--- src/rtl/agmv_control_unit.sv ---
// Multi-cycle control FSM for the AGM-V 8-bit core: fetches a 3-byte command
// word through the MAR, decodes the path type, and sequences EXEC/WB/branch.
module agmv_control_unit #(
  parameter logic [7:0] HALT_OPCODE = 8'hFF
) (
  input  logic        clk,
  input  logic        rst,
  input  logic [7:0]  mem_data,
  input  logic        mem_ready,
  input  logic        cmp_eq,
  output logic        mar_load,
  output logic        ir_load,
  output logic        pc_inc,
  output logic        pc_load,
  output logic [7:0]  pc_target,
  output logic [23:0] command_word,
  output logic [7:0]  opcode_out,
  output logic [1:0]  path_type,
  output logic [5:0]  alu_op,
  output logic        alu_src_imm,
  output logic [7:0]  imm,
  output logic [7:0]  adr_1,
  output logic [7:0]  adr_2,
  output logic [7:0]  adr_3,
  output logic        reg_we,
  output logic        ready_reg_flag,
  output logic        halted,
  output logic [7:0]  state_out
);

  localparam logic [2:0] S_RESET  = 3'd0;
  localparam logic [2:0] S_FADDR  = 3'd1;
  localparam logic [2:0] S_FDATA  = 3'd2;
  localparam logic [2:0] S_DECODE = 3'd3;
  localparam logic [2:0] S_EXEC   = 3'd4;
  localparam logic [2:0] S_WB     = 3'd5;
  localparam logic [2:0] S_HALT   = 3'd6;

  logic [2:0]  state_q, state_d;
  logic [1:0]  bcnt_q, bcnt_d;
  logic [23:0] cmd_q, cmd_d;

  logic [7:0] opcode;
  logic [7:0] byte1;
  logic [7:0] byte2;
  logic       branch_taken;

  assign opcode = cmd_q[23:16];
  assign byte1  = cmd_q[15:8];
  assign byte2  = cmd_q[7:0];

  // Memory handshake: in FDATA, mem_data is consumed on the rising edge where
  // mem_ready=1; while mem_ready=0 the FSM holds FDATA with every strobe low.
  always_comb begin
    state_d = state_q;
    bcnt_d  = bcnt_q;
    cmd_d   = cmd_q;
    case (state_q)
      S_RESET: begin
        state_d = S_FADDR;
        bcnt_d  = 2'd0;
      end
      S_FADDR: state_d = S_FDATA;
      S_FDATA: begin
        if (mem_ready) begin
          case (bcnt_q)
            2'd0:    cmd_d[23:16] = mem_data;
            2'd1:    cmd_d[15:8]  = mem_data;
            default: cmd_d[7:0]   = mem_data;
          endcase
          if (bcnt_q < 2'd2) begin
            bcnt_d  = bcnt_q + 2'd1;
            state_d = S_FADDR;
          end else begin
            bcnt_d  = 2'd0;
            state_d = S_DECODE;
          end
        end
      end
      S_DECODE: begin
        if (opcode[7:6] == 2'b11) begin
          state_d = (opcode == HALT_OPCODE) ? S_HALT : S_FADDR;
        end else begin
          state_d = S_EXEC;
        end
      end
      S_EXEC:  state_d = (opcode[7:6] == 2'b10) ? S_FADDR : S_WB;
      S_WB:    state_d = S_FADDR;
      S_HALT:  state_d = S_HALT;
      default: state_d = S_RESET;
    endcase
  end

  always_ff @(posedge clk) begin
    if (rst) begin
      state_q <= S_RESET;
      bcnt_q  <= 2'd0;
      cmd_q   <= 24'd0;
    end else begin
      state_q <= state_d;
      bcnt_q  <= bcnt_d;
      cmd_q   <= cmd_d;
    end
  end

  // Field decode is purely combinational; the command word is frozen from
  // DECODE through WB, so these fields are stable for the whole execution.
  always_comb begin
    adr_1       = 8'd0;
    adr_2       = 8'd0;
    adr_3       = 8'd0;
    imm         = 8'd0;
    pc_target   = 8'd0;
    alu_src_imm = 1'b0;
    case (opcode[7:6])
      2'b00: begin
        adr_3 = {4'd0, byte1[7:4]};
        adr_1 = {4'd0, byte1[3:0]};
        adr_2 = {4'd0, byte2[7:4]};
      end
      2'b01: begin
        adr_3       = {4'd0, byte1[7:4]};
        adr_1       = {4'd0, byte1[3:0]};
        imm         = byte2;
        alu_src_imm = 1'b1;
      end
      2'b10: begin
        adr_1     = {4'd0, byte1[3:0]};
        adr_2     = {4'd0, byte1[7:4]};
        pc_target = byte2;
      end
      default: ;
    endcase
  end

  assign branch_taken = (opcode[7:6] == 2'b10) && (!opcode[0] || cmp_eq);

  assign mar_load       = (state_q == S_FADDR);
  assign pc_inc         = (state_q == S_FDATA) && mem_ready;
  assign ir_load        = (state_q == S_FDATA) && mem_ready && (bcnt_q == 2'd0);
  assign pc_load        = (state_q == S_EXEC) && branch_taken;
  assign reg_we         = (state_q == S_WB);
  assign ready_reg_flag = (state_q == S_WB);
  assign halted         = (state_q == S_HALT);

  assign command_word = cmd_q;
  assign opcode_out   = opcode;
  assign path_type    = opcode[7:6];
  assign alu_op       = opcode[5:0];
  assign state_out    = {5'd0, state_q};

endmodule

--- config.mk ---
export PLATFORM = sky130hd
export DESIGN_NAME = agmv_control_unit
export DESIGN_NICKNAME = d
export VERILOG_FILES = /design/src/rtl/agmv_control_unit.sv
export SDC_FILE = /design/constraint.sdc
export NUM_CORES = 1
export LEC_CHECK = 0
export CAP_MARGIN = 0
export CORE_MARGIN = 5
export CORE_UTILIZATION = 33
export CTS_CLUSTER_SIZE = 28
export DETAILED_ROUTE_END_ITERATION = 8
export HOLD_SLACK_MARGIN = 0.02
export PLACE_DENSITY_LB_ADDON = 0.25
export SLEW_MARGIN = 0
export SYNTH_ARGS = -nofsm -noshare
export SYNTH_HDL_FRONTEND = slang
export SYNTH_SLANG_ARGS = --single-unit
--- constraint.sdc ---
create_clock -name clk -period 1.5 [get_ports clk]
set_clock_uncertainty 0.15 [all_clocks]
set_input_delay 0.225 -clock clk [delete_from_list [all_inputs] [get_ports clk]]
set_output_delay 0.225 -clock clk [all_outputs]
set_load 0.05 [all_outputs]
==> report_table.html <==
<table>
<tr><th>Metric</th><th>Value</th></tr>
<tr><th colspan="2">Outcome</th></tr>
<tr><td>Run status</td><td>finished with violations</td></tr>
<tr><td>Violated checks</td><td>setup timing</td></tr>
<tr><th colspan="2">Floorplan</th></tr>
<tr><td>DIE WIDTH</td><td>81.3 µm</td></tr>
<tr><td>Standard-cell row count</td><td>26</td></tr>
<tr><td>Die area</td><td>0.00660 mm²</td></tr>
<tr><td>Number of ports placed on the die boundary</td><td>108</td></tr>
<tr><td>Starting utilization of the core area</td><td>0.334</td></tr>
<tr><td>Y dimension of the die</td><td>81.3 µm</td></tr>
<tr><td>Floorplan Core Area</td><td>0.00501 mm²</td></tr>
<tr><th colspan="2">Placed design</th></tr>
<tr><td>Cells after DPL</td><td>361</td></tr>
<tr><td>Estimated wirelength of the detail-placed design</td><td>4440 µm</td></tr>
<tr><td>Number of port buffers</td><td>90</td></tr>
<tr><td>Final estimated routing congestion in global placement</td><td>0.786</td></tr>
<tr><td>Place WS</td><td>-0.505 ns</td></tr>
<tr><td>Placed cell areas</td><td>~0.0035 mm²</td></tr>
<tr><th colspan="2">Global routing</th></tr>
<tr><td>First-pass GRT wire length</td><td>9840 µm</td></tr>
<tr><td>Largest net degree at the start of global routing</td><td>16</td></tr>
<tr><td>Combined global-route utilization of all metal layers</td><td>0.195</td></tr>
<tr><td>Initial antenna violation count</td><td>0</td></tr>
<tr><td>Global-route congestion overflow total</td><td>0</td></tr>
<tr><td>Via count of the first global-routing pass</td><td>around 1.9k</td></tr>
<tr><th colspan="2">Clocking</th></tr>
<tr><td>H-Tree Level Count</td><td>2</td></tr>
<tr><td>Maximum clock path buffer count</td><td>2</td></tr>
<tr><td>CTS tree</td><td>built</td></tr>
<tr><td>Hold buffer count at CTS</td><td>0</td></tr>
<tr><td>Clk sink count</td><td>29</td></tr>
<tr><td>Clock network latency to the later pin of the worst-skew pair</td><td>0.28 ns</td></tr>
<tr><td>TritonCTS Buffers</td><td>5</td></tr>
<tr><td>Clock root buffer</td><td>sky130_fd_sc_hd__clkbuf_8</td></tr>
<tr><td>Reg clk slew, reported paths</td><td>0.06 ns</td></tr>
<tr><th colspan="2">Final layout</th></tr>
<tr><td>Number of inserted filler cells in the final layout</td><td>just under 300</td></tr>
<tr><td>Fin area</td><td>0.00406 mm²</td></tr>
<tr><td>Total number of nets in the final design</td><td>331</td></tr>
<tr><td>Relative area change from synthesis to final layout</td><td>142%</td></tr>
<tr><td>Share of post-route cells with drive strength above 1</td><td>0.653</td></tr>
<tr><td>Non-filler cells, final</td><td>between 300 and 400</td></tr>
<tr><td>Number of antenna repair diodes</td><td>0</td></tr>
<tr><th colspan="2">Route</th></tr>
<tr><td>Post-detailed-route wirelength per cell</td><td>between 15 and 20 µm</td></tr>
<tr><td>Post-route DRC</td><td>0</td></tr>
<tr><td>TritonRoute pass-1 iters</td><td>6</td></tr>
<tr><td>Post-route antenna net violation count</td><td>0</td></tr>
<tr><td>Total Wirelength</td><td>6540 µm</td></tr>
<tr><td>Iteration-0 DRC count of the detailed router</td><td>101</td></tr>
<tr><td>Vias/cell</td><td>around 4.7</td></tr>
<tr><td>Via count of the routed design</td><td>1,832</td></tr>
<tr><th colspan="2">Worst setup path</th></tr>
<tr><td>Cell family with the largest share of critical-path delay</td><td>simple AND/OR/NAND/NOR gates</td></tr>
<tr><td>Cell with the largest stage delay on the worst path</td><td>sky130_fd_sc_hd__dfxtp_4</td></tr>
<tr><td>Biggest fanout along the worst timing path</td><td>6</td></tr>
<tr><td>Type of element launching the critical path</td><td>flip-flop</td></tr>
<tr><td>CP Cell Sequence</td><td>nor2b_4 -&gt; o21ai_2 -&gt; nor4b_4 -&gt; buf_12</td></tr>
<tr><td>Critical path data arrival time</td><td>1.47 ns</td></tr>
<tr><td>Worst Path Class, Setup</td><td>reg -&gt; out</td></tr>
<tr><td>Buffer and inverter count on the worst path</td><td>1</td></tr>
<tr><td>CP endpoint kind</td><td>output pin</td></tr>
<tr><td>Max stage delay on crit path</td><td>0.39 ns</td></tr>
<tr><td>Worst EP required</td><td>1.12 ns</td></tr>
<tr><th colspan="2">Logic synthesis</th></tr>
<tr><td>Primary flip-flop cell chosen by synthesis mapping</td><td>sky130_fd_sc_hd__dfxtp_1</td></tr>
<tr><td>Proportion of synthesized flip-flops having asynchronous set or reset</td><td>0</td></tr>
<tr><td>Yosys warning count</td><td>0</td></tr>
<tr><td>Sequential-to-total area share from yosys stat</td><td>0.347</td></tr>
<tr><td>Flop and latch count out of synthesis</td><td>29</td></tr>
<tr><td>Number of distinct library cells after synthesis</td><td>32</td></tr>
<tr><td>Number of synthesized flops with an enable pin</td><td>0</td></tr>
<tr><td>Count of mapped cells out of synthesis</td><td>204</td></tr>
<tr><td>Cell area after synthesis</td><td>0.00168 mm²</td></tr>
<tr><td>Avg Cell Area, Syn</td><td>~8.2 µm²</td></tr>
<tr><th colspan="2">STA</th></tr>
<tr><td>Peak Freq</td><td>542 MHz</td></tr>
<tr><td>Final max-slew violation count</td><td>0</td></tr>
<tr><td>Final hold violation count</td><td>0</td></tr>
<tr><td>Setup repair after global routing missed its margin</td><td>true</td></tr>
<tr><td>Number of setup violations in the final report</td><td>54</td></tr>
<tr><td>Part of the cycle the worst path needs</td><td>1.23</td></tr>
<tr><td>Final Worst Setup Slack</td><td>-0.345 ns</td></tr>
<tr><td>Total Neg Setup Slack</td><td>-6.89 ns</td></tr>
<tr><td>Clock period minus worst slack</td><td>1.85 ns</td></tr>
<tr><th colspan="2">Power</th></tr>
<tr><td>Worst-case vdd ir drop</td><td>0.729 mV</td></tr>
<tr><td>Leakage power total</td><td>1.65 nW</td></tr>
<tr><td>Power per unit of standard cell area</td><td>870 mW/mm²</td></tr>
<tr><th colspan="2">Flow run</th></tr>
<tr><td>Maximum capacitance violations</td><td>0</td></tr>
<tr><th colspan="2">Min path</th></tr>
<tr><td>Path type of the worst min-delay path</td><td>reg -&gt; reg</td></tr>
</table>
-- layer usage --
layer,vias up,track usage,part of all wire
met5,-,0,0
met4,0,0.0490,0.019
met3,14,0.0710,0.078
met2,78,0.341,0.50
met1,881,0.224,0.40
li1,859,-,-
-- flip-flops by register name (all words and copies together), names as in the netlist --
signal / count
command_word: 24
state_q: 3
bcnt_q: 2
-- timing repair --
item	CTS	global route
setup endpoints to repair	60	64
resized for setup	69	23
setup buffers	19	14
cloned	0	0
pin swaps	21	9
-- layout by cell type, fill, tap and decap left out, drive strengths merged --
cell,n
o21bai,1
inv,2
a21oi,11
or2,1
a211oi,1
o221a,1
and2,20
nand3b,1
conb,17
clkdlybuf4s50,10
nor2,25
mux2i,20
nor3,2
nand4,2
nor4,1
a2111oi,1
clkinvlp,1
nand3,8
buf,127
o21ai,3
and4bb,1
a31oi,1
clkbuf,8
dlygate4sd2,1
nor2b,6
nand2b,2
dfxtp,29
nor3b,2
and3,1
a221oi,1
nor4b,1
nand2,12
-- cell type report --
| cell class | count | area, µm² | area share |
|---|---|---|---|
| clock buffers | 8 | 90.1 | 0.0222 |
| inverters | 3 | 15.0 | 0.00370 |
| multi-input cells | 142 | 1140 | 0.281 |
| flip-flops and latches | 29 | 608 | 0.150 |
| well taps | 70 | 87.6 | 0.0216 |
| repair buffers | 138 | 2120 | 0.522 |
-- worst register-to-register path: cells and delay by family, from the launching register on --
family        cells  cell delay (ns)
buf+inv           3             0.35
simple gates      3             0.60
mux               1             0.18
flops             1             0.34
-- where the power goes --
part / switching (W) / total (W) / internal, W
combinational: 0.00108 / 0.00200 / 0.000921
sequential: 0.0000402 / 0.000881 / 0.000840
clock: 0.000276 / 0.000649 / 0.000373
total: 0.00140 / 0.00353 / 0.00213
-- cells in the mapped netlist, drive strengths merged, types with 2 or more instances --
cell type	number	share of area
a21oi	11	0.033
and2	20	0.075
buf	41	0.18
clkbuf	5	0.011
dfxtp	29	0.35
inv	3	0.0067
mux2i	20	0.12
nand2	12	0.027
nand2b	2	0.0075
nand3	8	0.024
nand4	2	0.0075
nor2	25	0.056
nor2b	6	0.022
nor3	2	0.0060
nor3b	2	0.012
o21ai	3	0.0090
-- kinds of logic (layout without fill, tap and decap cells) --
logic type / Yosys count / after routing / share of synthesized area
compound gates: 20 / 20 / 0.0717
simple gates: 85 / 85 / 0.265
mux: 20 / 20 / 0.119
flops: 29 / 29 / 0.347
other cells: 1 / 17 / 0.00224
buf+inv: 49 / 149 / 0.195
-- metrics by stage --
step                      hold slack [ns]  utilization  total power (W)
final                               0.387        0.810          0.00353
after global placement              0.357        0.704          0.00252
after floorplan                     0.219            -          0.00190
after CTS                           0.364        0.795          0.00341
after detailed placement            0.366        0.704          0.00253
after global routing                0.422        0.810          0.00366
-- final timing paths --
path	start	depth (start not counted)	endpoint	slack (ns)
setup / recovery	command_word[23]$_SDFFE_PP0P_	4	pc_load	-0.35
hold / removal	command_word[0]$_SDFFE_PP0P_	2	command_word[0]$_SDFFE_PP0P_	0.39
setup reg to reg	state_q[2]$_SDFFE_PP0P_	7	command_word[20]$_SDFFE_PP0P_	-0.24
hold reg to reg	command_word[0]$_SDFFE_PP0P_	2	command_word[0]$_SDFFE_PP0P_	0.39
Power figures use the tool's default switching activity.
